## src/rtl/g9_pkg.sv

```systemverilog
// Shared definitions for the data-memory arbiter.
//   ADDR_W_DEF / DATA_W_DEF : default word-address and data widths
//   state_t                 : arbiter FSM state encoding
//   port_t                  : requester identity (also the round-robin history)
package g9_pkg;

    localparam int ADDR_W_DEF = 9;   // 512-word data memory
    localparam int DATA_W_DEF = 32;

    typedef enum logic [1:0] {
        ST_IDLE  = 2'd0,
        ST_ISSUE = 2'd1,
        ST_RESP  = 2'd2
    } state_t;

    typedef enum logic {
        PORT_CPU = 1'b0,
        PORT_EXT = 1'b1
    } port_t;

endpackage

```

## src/rtl/rr_arbiter2.sv

```systemverilog
// Two-way round-robin choice.
//   req[0] = CPU request, req[1] = EXT request
//   last_grant = port granted most recently
//   grant = one-hot winner (all zero when nothing is requested)
module rr_arbiter2
    import g9_pkg::*;
(
    input  logic [1:0] req,
    input  port_t      last_grant,
    output logic [1:0] grant
);

    always_comb begin
        grant = 2'b00;
        unique case (req)
            2'b01:   grant = 2'b01;
            2'b10:   grant = 2'b10;
            // On a tie the port that did not win last time goes first.
            2'b11:   grant = (last_grant == PORT_EXT) ? 2'b01 : 2'b10;
            default: grant = 2'b00;
        endcase
    end

endmodule

```

## src/rtl/dmem_arbiter.sv

```systemverilog
// Arbitrates a processor port and a loader/debug port onto one
// single-port synchronous data memory. Each access takes three cycles:
// IDLE (arbitrate + latch winner), ISSUE (drive memory), RESP (ack).
//   clk, reset           : clock, asynchronous active-low reset
//   cpu_*                : processor request/response, cpu_stall = req & ~ack
//   ext_*                : loader/debug request/response
//   mem_*                : memory command outputs, mem_rdata valid the cycle
//                          after mem_en
//   conflict_cnt         : saturating count of cycles with a waiting requester
module dmem_arbiter
    import g9_pkg::*;
#(
    parameter int ADDR_W = ADDR_W_DEF,
    parameter int DATA_W = DATA_W_DEF
) (
    input  logic              clk,
    input  logic              reset,
    input  logic              cpu_req,
    input  logic              cpu_we,
    input  logic [ADDR_W-1:0] cpu_addr,
    input  logic [DATA_W-1:0] cpu_wdata,
    output logic [DATA_W-1:0] cpu_rdata,
    output logic              cpu_ack,
    output logic              cpu_stall,
    input  logic              ext_req,
    input  logic              ext_we,
    input  logic [ADDR_W-1:0] ext_addr,
    input  logic [DATA_W-1:0] ext_wdata,
    output logic [DATA_W-1:0] ext_rdata,
    output logic              ext_ack,
    output logic              mem_en,
    output logic              mem_we,
    output logic [ADDR_W-1:0] mem_addr,
    output logic [DATA_W-1:0] mem_wdata,
    input  logic [DATA_W-1:0] mem_rdata,
    output logic [15:0]       conflict_cnt
);

    state_t            state, state_nxt;
    port_t             last_grant;
    port_t             lat_id;
    logic              lat_we;
    logic [ADDR_W-1:0] lat_addr;
    logic [DATA_W-1:0] lat_wdata;
    logic [DATA_W-1:0] cpu_hold, ext_hold;
    logic [1:0]        grant;
    logic              any_req;
    logic              resp_rd;
    logic              waiting;

    assign any_req = cpu_req | ext_req;

    rr_arbiter2 u_rr (
        .req        ({ext_req, cpu_req}),
        .last_grant (last_grant),
        .grant      (grant)
    );

    always_comb begin
        state_nxt = state;
        unique case (state)
            ST_IDLE:  if (any_req) state_nxt = ST_ISSUE;
            ST_ISSUE: state_nxt = ST_RESP;
            ST_RESP:  state_nxt = ST_IDLE;
            default:  state_nxt = ST_IDLE;
        endcase
    end

    // A requester waits in IDLE only when it loses a tie; during a
    // transaction any request from the non-owner is waiting.
    always_comb begin
        waiting = 1'b0;
        if (state == ST_IDLE)
            waiting = cpu_req & ext_req;
        else
            waiting = (cpu_req & (lat_id != PORT_CPU)) |
                      (ext_req & (lat_id != PORT_EXT));
    end

    always_ff @(posedge clk or negedge reset) begin
        if (!reset) begin
            state        <= ST_IDLE;
            last_grant   <= PORT_EXT;
            lat_id       <= PORT_CPU;
            lat_we       <= 1'b0;
            lat_addr     <= '0;
            lat_wdata    <= '0;
            cpu_hold     <= '0;
            ext_hold     <= '0;
            conflict_cnt <= '0;
        end else begin
            state <= state_nxt;
            if (state == ST_IDLE && any_req) begin
                lat_id     <= grant[1] ? PORT_EXT : PORT_CPU;
                last_grant <= grant[1] ? PORT_EXT : PORT_CPU;
                lat_we     <= grant[1] ? ext_we    : cpu_we;
                lat_addr   <= grant[1] ? ext_addr  : cpu_addr;
                lat_wdata  <= grant[1] ? ext_wdata : cpu_wdata;
            end
            if (resp_rd) begin
                if (lat_id == PORT_CPU) cpu_hold <= mem_rdata;
                else                    ext_hold <= mem_rdata;
            end
            if (waiting && conflict_cnt != 16'hFFFF)
                conflict_cnt <= conflict_cnt + 16'd1;
        end
    end

    assign mem_en    = (state == ST_ISSUE);
    assign mem_we    = mem_en & lat_we;
    assign mem_addr  = lat_addr;
    assign mem_wdata = lat_wdata;

    assign cpu_ack   = (state == ST_RESP) & (lat_id == PORT_CPU);
    assign ext_ack   = (state == ST_RESP) & (lat_id == PORT_EXT);
    assign cpu_stall = cpu_req & ~cpu_ack;

    // The memory's data only arrives in RESP, so it is forwarded straight
    // to the owner's rdata alongside the ack and captured for holding on
    // the way back to IDLE. Externally rdata changes at the ISSUE->RESP
    // edge and then holds until that port's next read.
    assign resp_rd   = (state == ST_RESP) & ~lat_we;
    assign cpu_rdata = (resp_rd && lat_id == PORT_CPU) ? mem_rdata : cpu_hold;
    assign ext_rdata = (resp_rd && lat_id == PORT_EXT) ? mem_rdata : ext_hold;

endmodule

```

## config.mk

```make
export PLATFORM = sky130hd
export DESIGN_NAME = dmem_arbiter
export DESIGN_NICKNAME = d
export VERILOG_FILES = /design/src/rtl/g9_pkg.sv /design/src/rtl/rr_arbiter2.sv /design/src/rtl/dmem_arbiter.sv
export SDC_FILE = /design/constraint.sdc
export NUM_CORES = 1
export LEC_CHECK = 0
export CORE_MARGIN = 2
export CORE_UTILIZATION = 50
export DETAILED_ROUTE_END_ITERATION = 12
export DONT_BUFFER_PORTS = 1
export PLACE_DENSITY = 0.66
export SLEW_MARGIN = 30
export SYNTH_ARGS = -nofsm -noshare
export SYNTH_HDL_FRONTEND = slang
export SYNTH_HIERARCHICAL = 1
export SYNTH_SLANG_ARGS = --single-unit
```

## constraint.sdc

```tcl
create_clock -name clk -period 1.81 [get_ports clk]
set_input_delay 0.362 -clock clk [delete_from_list [all_inputs] [get_ports clk]]
set_output_delay 0.362 -clock clk [all_outputs]
set_load 0.02 [all_outputs]
```

==> results of run 1 <==
-- metal layers --
layer  up-vias  wire length, um  share of wire  track usage
met3        34             1120          0.079       0.0840
met4         0              474          0.033       0.0958
met2       180             7200           0.51        0.384
met1      1790             5410           0.38        0.251
li1       1690                -              -            -
met5         -                0              0            0
-- flip-flops by register name, summed over array words and instances, names as in the netlist --
signal and flops:
lat_we 1, ext_hold 32, conflict_cnt 16, state 2
cpu_hold 32, lat_id 1, last_grant 1, mem_wdata 32
mem_addr 9
-- worst max path at each step --
stage / endpoint / slack (ns) / cells after the start
floorplan: ext_rdata[10] / -0.16 / 6
global placement: ext_rdata[8] / -0.05 / 5
detailed placement: ext_rdata[20] / -0.1 / 5
CTS: cpu_rdata[17] / -0.51 / 5
global route: ext_rdata[5] / -0.56 / 5
finish: cpu_rdata[3] / -0.50 / 5
-- worst max-delay path: stages, from the launching register on --
cell and delay (ns):
dfrtp_1 0.40, buf_6 0.13, nor3b_4 0.20, nor2b_4 0.23, buf_12 0.20, mux2_4 0.36
-- cell type report --
class | count | area [um2] | share of cell area
inverters | 3 | 11.3 | 0.00149
well taps | 140 | 175 | 0.0231
repair buffers | 64 | 758 | 0.100
clock buffers | 25 | 505 | 0.0668
flip-flops and latches | 126 | 3160 | 0.417
clock inverters | 6 | 105 | 0.0139
multi-input cells | 287 | 2860 | 0.378
-- where the power goes --
| part | total, mW | switching [mW] | internal (mW) |
|---|---|---|---|
| registers | 5.54 | 1.41 | 4.13 |
| logic | 5.94 | 3.10 | 2.83 |
| clock network | 3.49 | 1.16 | 2.33 |
-- repair_timing --
item | in CTS | in global routing
pin swaps | 1 | 6
resized for setup | 42 | 38
buffers inserted | 16 | 12
setup endpoints to repair | 80 | 105
hold endpoints to repair | 126 | 126
cloned | 3 | 1
==> flow_summary.json, run 1 <==
{
  "status": "finished, violations left",
  "violations": "negative hold slack, negative setup slack",
  "post-dp-hpwl_mm": 9.09,
  "finalMaxSlewViolations": 0,
  "fmax_ghz": 0.433,
  "finalCritPeriodShare": 1.28,
  "grt_max_degree": 127,
  "io_pins": 246,
  "r2r-end": "ext_hold[20]$_DFFE_PN0P_",
  "die_w_um": 111,
  "drive_gt1_frac": 0.421,
  "setup_slack_ns": -0.498,
  "crit-reg2reg-launch": "state[0]$_DFFE_PN0P_",
  "power_leakage_nw": 3.40,
  "dpl_cell_area_mm2": 0.00639,
  "skew_ns": 0.0105,
  "cts.sinks": 126,
  "final.min_clock_period_ns": 2.31,
  "detail-route-antenna-nets": 0,
  "holdWs_ns": -0.363,
  "row_count": 38,
  "vias": 3694,
  "n_antenna_cell": 0,
  "drt-total-wl_mm": 14.2,
  "gr-total-overflow": 0,
  "worst_slew_pin_slew_ns": 0.442,
  "final_area_mm2": 0.00757,
  "avgRoutedWirePerCell_um": 21.8,
  "finalHoldViolCount": 126,
  "final_common_cell": "dfrtp_1",
  "r2r_cells": 8,
  "critPathKind": "reg2out",
  "critPathLaunchType": "flop",
  "crit_path_start": "lat_id$_DFFE_PN0P_",
  "core_mm2": 0.0110,
  "clockBufferDepth": 2,
  "antenna_found_initial": 0,
  "cts_tree": "done",
  "nFillCells": 745,
  "cts_root_buf": "clkbuf_16",
  "first_pass_iters": 4,
  "netlist_area_mm2": 0.00568,
  "grt_pass1_wl_mm": 21.3,
  "layoutNonFillerInstCount": 651,
  "final_core_util": 0.689,
  "ys_warn_count": 6,
  "insertion_delay_ns": 0.42,
  "fin_total_pwr_mw": 15.0,
  "clk_pin_slew_ns": 0.05,
  "die_area_mm2": 0.0122,
  "dp_cells": 595,
  "powerDensity_mw_per_mm2": 1980,
  "io_buffers": 0,
  "syn_area_per_cell_um2": 12.8,
  "hold_class": "in2async",
  "fin_setup_tns_ns": -31.65,
  "synth_nets": 564,
  "vias_per_cell": 5.67,
  "rsz0062_at_grt": "true",
  "cts_buffers": 17,
  "critPathMaxFanout": 17,
  "end_kind": "output port",
  "grt_util_all_layers": 0.225,
  "pre_cts_slack_ns": -0.0976,
  "drt-initial-drc-count": 154,
  "worstPathArrival_ns": 1.95,
  "initial_utilization": 0.517,
  "ff2ff_setup_slack_ns": -0.09,
  "gp_congestion": 0.833,
  "grt_pass1_vias": 3841,
  "synthCells": 443,
  "cts_max_level": 4,
  "drv_cap": 0,
  "ir_worst_vdd_v": 0.00123,
  "setup_viol": 85,
  "max_slew_margin": 0.705,
  "nets": 620,
  "drc_errors": 0,
  "syn_to_final_growth_pct": 33.2,
  "worstPathRequired_ns": 1.45,
  "mostFrequentLayoutCells": "dfrtp_1, mux2_4, mux2i_1, nor2_1, a21oi_1",
  "die-height_um": 111
}
(Power assumes the default switching activity.)
==> run 2: changes to the inputs <==
- GPL_ROUTABILITY_DRIVEN: not set -> 0
- RECOVER_POWER: not set -> 25
- clock period: 1.81 -> 2 ns (I/O delays scaled with it)
==> run 2 against run 1 <==
Wire length fell by 7.1%. Highest routed layer unchanged. Critical path depth stayed put. Critical endpoint is now cpu_rdata[24]. Global-route usage down 0.90 points. The flow still finishes with violations (negative hold slack, negative setup slack). Sequential power decreased by 9.6%. Clock power fell by 8.9%. Core utilization is 3.7 points lower. Largest cell class unchanged. Sequential share of layout area increased by 2.4 points. Worst setup slack better by 0.15 ns. Hold slack improved by 0.036 ns. Non-clock buffer count decreased by 24. Power fell by 13%.
==> flow_summary.json, run 2 (same netlist as run 1, synthesis figures left out) <==
{
  "status": "finished, violations left",
  "violations": "negative hold slack, negative setup slack",
  "die-height_um": 111,
  "critPathBufInv": 2,
  "n_antenna_cell": 0,
  "clockBufferDepth": 2,
  "power_leakage_nw": 3.18,
  "avgRoutedWirePerCell_um": 21.0,
  "pre_cts_slack_ns": 0.0518,
  "die_area_mm2": 0.0122,
  "path_cells": "nor3b_4 -> nor2b_4 -> buf_6 -> clkbuf_16 -> mux2_4",
  "detail-route-antenna-nets": 0,
  "finalCritPeriodShare": 1.17,
  "post-dp-hpwl_mm": 8.43,
  "io_buffers": 0,
  "routed.top_layer": "met4",
  "finalHoldViolCount": 126,
  "fin_setup_tns_ns": -20.60,
  "finalMaxSlewViolations": 0,
  "cts.sinks": 126,
  "cts_root_buf": "clkbuf_16",
  "cts_tree": "done",
  "max_slew_margin": 0.701,
  "critPathTopFamily": "flip-flops",
  "end_kind": "output port",
  "met2RoutedLength_mm": 6.87,
  "fmax_ghz": 0.426,
  "critPathKind": "reg2out",
  "drc_errors": 0,
  "setup_slack_ns": -0.348,
  "first_pass_iters": 4,
  "final_core_util": 0.652,
  "setup_viol": 64,
  "nFillCells": 788,
  "powerDensity_mw_per_mm2": 1820,
  "gr-total-overflow": 0,
  "io_pins": 246,
  "worst_slew_pin_slew_ns": 0.446,
  "register_area_mm2": 0.00316,
  "grt_util_all_layers": 0.216,
  "multi_input_area_mm2": 0.00267,
  "cts_buffers": 17,
  "vias_per_cell": 5.66,
  "initial_utilization": 0.517,
  "grt_pass1_vias": 3770,
  "critPathMaxFanout": 8,
  "hold_class": "in2async",
  "final_common_cell": "dfrtp_1",
  "worstPathRequired_ns": 1.60,
  "syn_to_final_growth_pct": 26.0,
  "cts_max_level": 4,
  "grt_max_degree": 127,
  "row_count": 38,
  "holdWs_ns": -0.328,
  "final.min_clock_period_ns": 2.35,
  "rsz0062_at_grt": "true",
  "dr_wl_met3_um": 939,
  "insertion_delay_ns": 0.42,
  "drv_cap": 0,
  "critPathMaxStageDelay_ns": 0.44,
  "vias": 3556,
  "core_mm2": 0.0110,
  "grt_pass1_wl_mm": 20.6,
  "drt-initial-drc-count": 150,
  "mostFrequentLayoutCells": "dfrtp_1, mux2_4, nor2_1",
  "fin_total_pwr_mw": 13.0,
  "worstPathArrival_ns": 1.95,
  "wl_met1_mm": 5.22,
  "drt-total-wl_mm": 13.2,
  "cpMaxStageDelayCell": "dfrtp_2",
  "skew_ns": 0.0103,
  "critPathLaunchType": "flop",
  "die_w_um": 111,
  "drive_gt1_frac": 0.373,
  "nets": 596,
  "clk_pin_slew_ns": 0.06,
  "ir_worst_vdd_v": 0.00103,
  "antenna_found_initial": 0
}
[run 2: timing repair]
item                                    CTS  global route
buffers inserted                          5             5
endpoints found under the setup margin   64            81
pin swaps                                 0             2
cloned                                    4             4
endpoints found under the hold margin   126           126
resized for setup                        37             3
[run 2: worst reg2reg max path, delay by kind of cell, from the launching register on]
kind / cells / cell delay (ns)
muxes: 1 / 0.35
buffers and inverters: 4 / 0.63
and+or+nand+nor: 2 / 0.39
DFF: 1 / 0.40
[run 2: final cells by class]
type,instances,share of cell area
clock inverters,11,0.0231
repair buffers,40,0.0746
flip-flops and latches,126,0.441
well taps,140,0.0245
multi-input cells,287,0.373
clock buffers,21,0.0629
inverters,3,0.00157
[run 2: per-layer routing]
metal	track usage	vias up
li1	-	1640
met5	0	-
met4	0.0733	0
met1	0.256	1736
met2	0.360	167
met3	0.0829	13
[run 2: power breakdown]
group / total, mW / switching (mW) / internal (mW)
logic: 4.85 / 2.64 / 2.21
registers: 5.01 / 1.27 / 3.74
clock network: 3.18 / 1.07 / 2.11
total: 13.0 / 4.98 / 8.06
[run 2: worst paths after layout]
| check | to | slack, ns | cells past startpoint | start |
|---|---|---|---|---|
| setup / recovery | cpu_rdata[24] | -0.35 | 5 | state[0]$_DFFE_PN0P_ |
| hold / removal | conflict_cnt[4]$_DFFE_PN0P_ | -0.33 | 0 | reset |
| setup reg to reg | ext_hold[14]$_DFFE_PN0P_ | 0.11 | 7 | lat_id$_DFFE_PN0P_ |
| hold reg to reg | ext_hold[8]$_DFFE_PN0P_ | 0.51 | 1 | ext_hold[8]$_DFFE_PN0P_ |
| max in group asynchronous | last_grant$_DFFE_PN1P_ | 2.13 | 0 | reset |
| min in group clk | ext_hold[20]$_DFFE_PN0P_ | 0.14 | 1 | mem_rdata[20] |
[run 2: per-stage QoR]
step	hold WS [ns]	std cells	instance area, um2
floorplan	0.104	443	5850
global placement	0.107	579	6120
detailed placement	0.106	579	6120
CTS	-0.338	620	7030
global route	-0.349	628	7160
finish	-0.328	628	7160
==> run 3: changes to the inputs <==
- TNS_END_PERCENT: not set -> 30
- clock period: 2 -> 1.9 ns (I/O delays scaled with it)
==> run 3 against run 2 <==
Core utilization increased by 1.1 points. Final cell count is 1.4% higher. The flow still finishes with violations (negative hold slack, negative setup slack). Sequential power rose by 5.6%. Critical endpoint is now ext_rdata[25]. Register-to-register slack got worse by 0.25 ns. Clock power decreased by 3%. Flip-flop and latch count did not move.
==> flow_summary.json, run 3 (same netlist as run 1, synthesis figures left out) <==
{
  "cts_buffers": 17,
  "cpMaxStageDelayCell": "dfrtp_2",
  "vias": 3659,
  "r2r_cells": 9,
  "drt-total-wl_mm": 14.0,
  "r2r-end": "ext_hold[2]$_DFFE_PN0P_",
  "power_leakage_nw": 3.26,
  "n_antenna_cell": 0,
  "clk_pin_slew_ns": 0.05,
  "grt_util_all_layers": 0.233,
  "crit_path_start": "state[0]$_DFFE_PN0P_",
  "post-dp-hpwl_mm": 9.27,
  "final.min_clock_period_ns": 2.32,
  "finalMaxSlewViolations": 0,
  "ff2ff_setup_slack_ns": -0.14,
  "setup_viol": 76,
  "cts_root_buf": "clkbuf_16",
  "critPathKind": "reg2out",
  "drv_cap": 0,
  "first_pass_iters": 6,
  "critPathLaunchType": "flop",
  "path_cells": "nor3b_4 -> nor2b_4 -> buf_6 -> clkbuf_16 -> mux2_4",
  "holdWs_ns": -0.332,
  "final_common_cell": "dfrtp_1",
  "io_pins": 246,
  "critPathMaxStageDelay_ns": 0.45,
  "cts_max_level": 4,
  "grt_pass1_vias": 3998,
  "dp_cells": 591,
  "grt_pass1_wl_mm": 22.4,
  "critPathMaxFanout": 5,
  "finalCritPeriodShare": 1.22,
  "antenna_found_initial": 0,
  "avgRoutedWirePerCell_um": 21.9,
  "powerDensity_mw_per_mm2": 1880,
  "fin_total_pwr_mw": 13.7,
  "hold_class": "in2async",
  "drc_errors": 0,
  "rsz0062_at_grt": "true",
  "syn_to_final_growth_pct": 28.2,
  "setup_slack_ns": -0.420,
  "io_buffers": 0,
  "mostFrequentLayoutCells": "dfrtp_1, mux2_4, nor2_1",
  "drive_gt1_frac": 0.390,
  "dpl_cell_area_mm2": 0.00637,
  "vias_per_cell": 5.74,
  "pre_cts_slack_ns": -0.0132,
  "die_area_mm2": 0.0122,
  "worst_slew_pin_slew_ns": 0.364,
  "die-height_um": 111,
  "insertion_delay_ns": 0.41,
  "crit-reg2reg-launch": "state[0]$_DFFE_PN0P_",
  "skew_ns": 0.00990,
  "worstPathArrival_ns": 1.94,
  "finalHoldViolCount": 126,
  "layoutNonFillerInstCount": 637,
  "core_mm2": 0.0110,
  "grt_max_degree": 127,
  "final_area_mm2": 0.00729,
  "critPathTopFamily": "flip-flops",
  "end_kind": "output port",
  "fmax_ghz": 0.431,
  "status": "finished, violations left",
  "max_slew_margin": 0.754,
  "violations": "negative hold slack, negative setup slack",
  "drt-initial-drc-count": 220,
  "detail-route-antenna-nets": 0,
  "initial_utilization": 0.517,
  "worstPathRequired_ns": 1.52,
  "cts_tree": "done",
  "die_w_um": 111,
  "gr-total-overflow": 0,
  "cts.sinks": 126,
  "critPathBufInv": 2,
  "nets": 605,
  "clockBufferDepth": 2,
  "ir_worst_vdd_v": 0.00131,
  "row_count": 38
}
run 3: cell type report:
type,instances,area [um2]
Inverter,3,11.3
Clock buffer,25,505
Tap cell,140,175
Timing Repair Buffer,49,619
Fill cell,788,3700
Sequential cell,126,3160
Multi-Input combinational cell,287,2760
Clock inverter,7,60.1
run 3: worst max-delay path by stage:
stage | slack (ns) | cells past startpoint | to
after global placement | 0.03 | 5 | ext_rdata[8]
final | -0.42 | 5 | ext_rdata[25]
after CTS | -0.45 | 6 | ext_rdata[31]
after floorplan | -0.09 | 6 | ext_rdata[10]
after global routing | -0.50 | 5 | ext_rdata[30]
after detailed placement | -0.01 | 5 | ext_rdata[9]
run 3: metal layers:
metal | GRT usage | routed length, um | vias up | part of all wire
li1 | - | - | 1656 | -
met1 | 0.271 | 5520 | 1823 | 0.40
met2 | 0.393 | 7100 | 163 | 0.51
met3 | 0.0950 | 1130 | 17 | 0.081
met4 | 0.0742 | 213 | 0 | 0.015
met5 | 0 | 0 | - | 0
run 3: stage by stage:
stage / TNS [ns] / util
global route: -31.99 / 0.663
floorplan: -5.24 / -
detailed placement: -0.193 / 0.580
global placement: 0 / 0.580
finish: -26.04 / 0.663
CTS: -27.10 / 0.653
run 3: repair_timing:
action	in CTS	in global routing
setup buffers	9	1
endpoints found under the hold margin	126	126
endpoints found under the setup margin	65	90
gates resized for setup	22	19
pin swaps	1	1
gates cloned	3	1
run 3: where the power goes:
part	internal, mW	total, mW	switching [mW]
clock	1.96	3.07	1.11
sequential	3.94	5.29	1.35
combinational	2.49	5.37	2.88
total	8.38	13.7	5.34
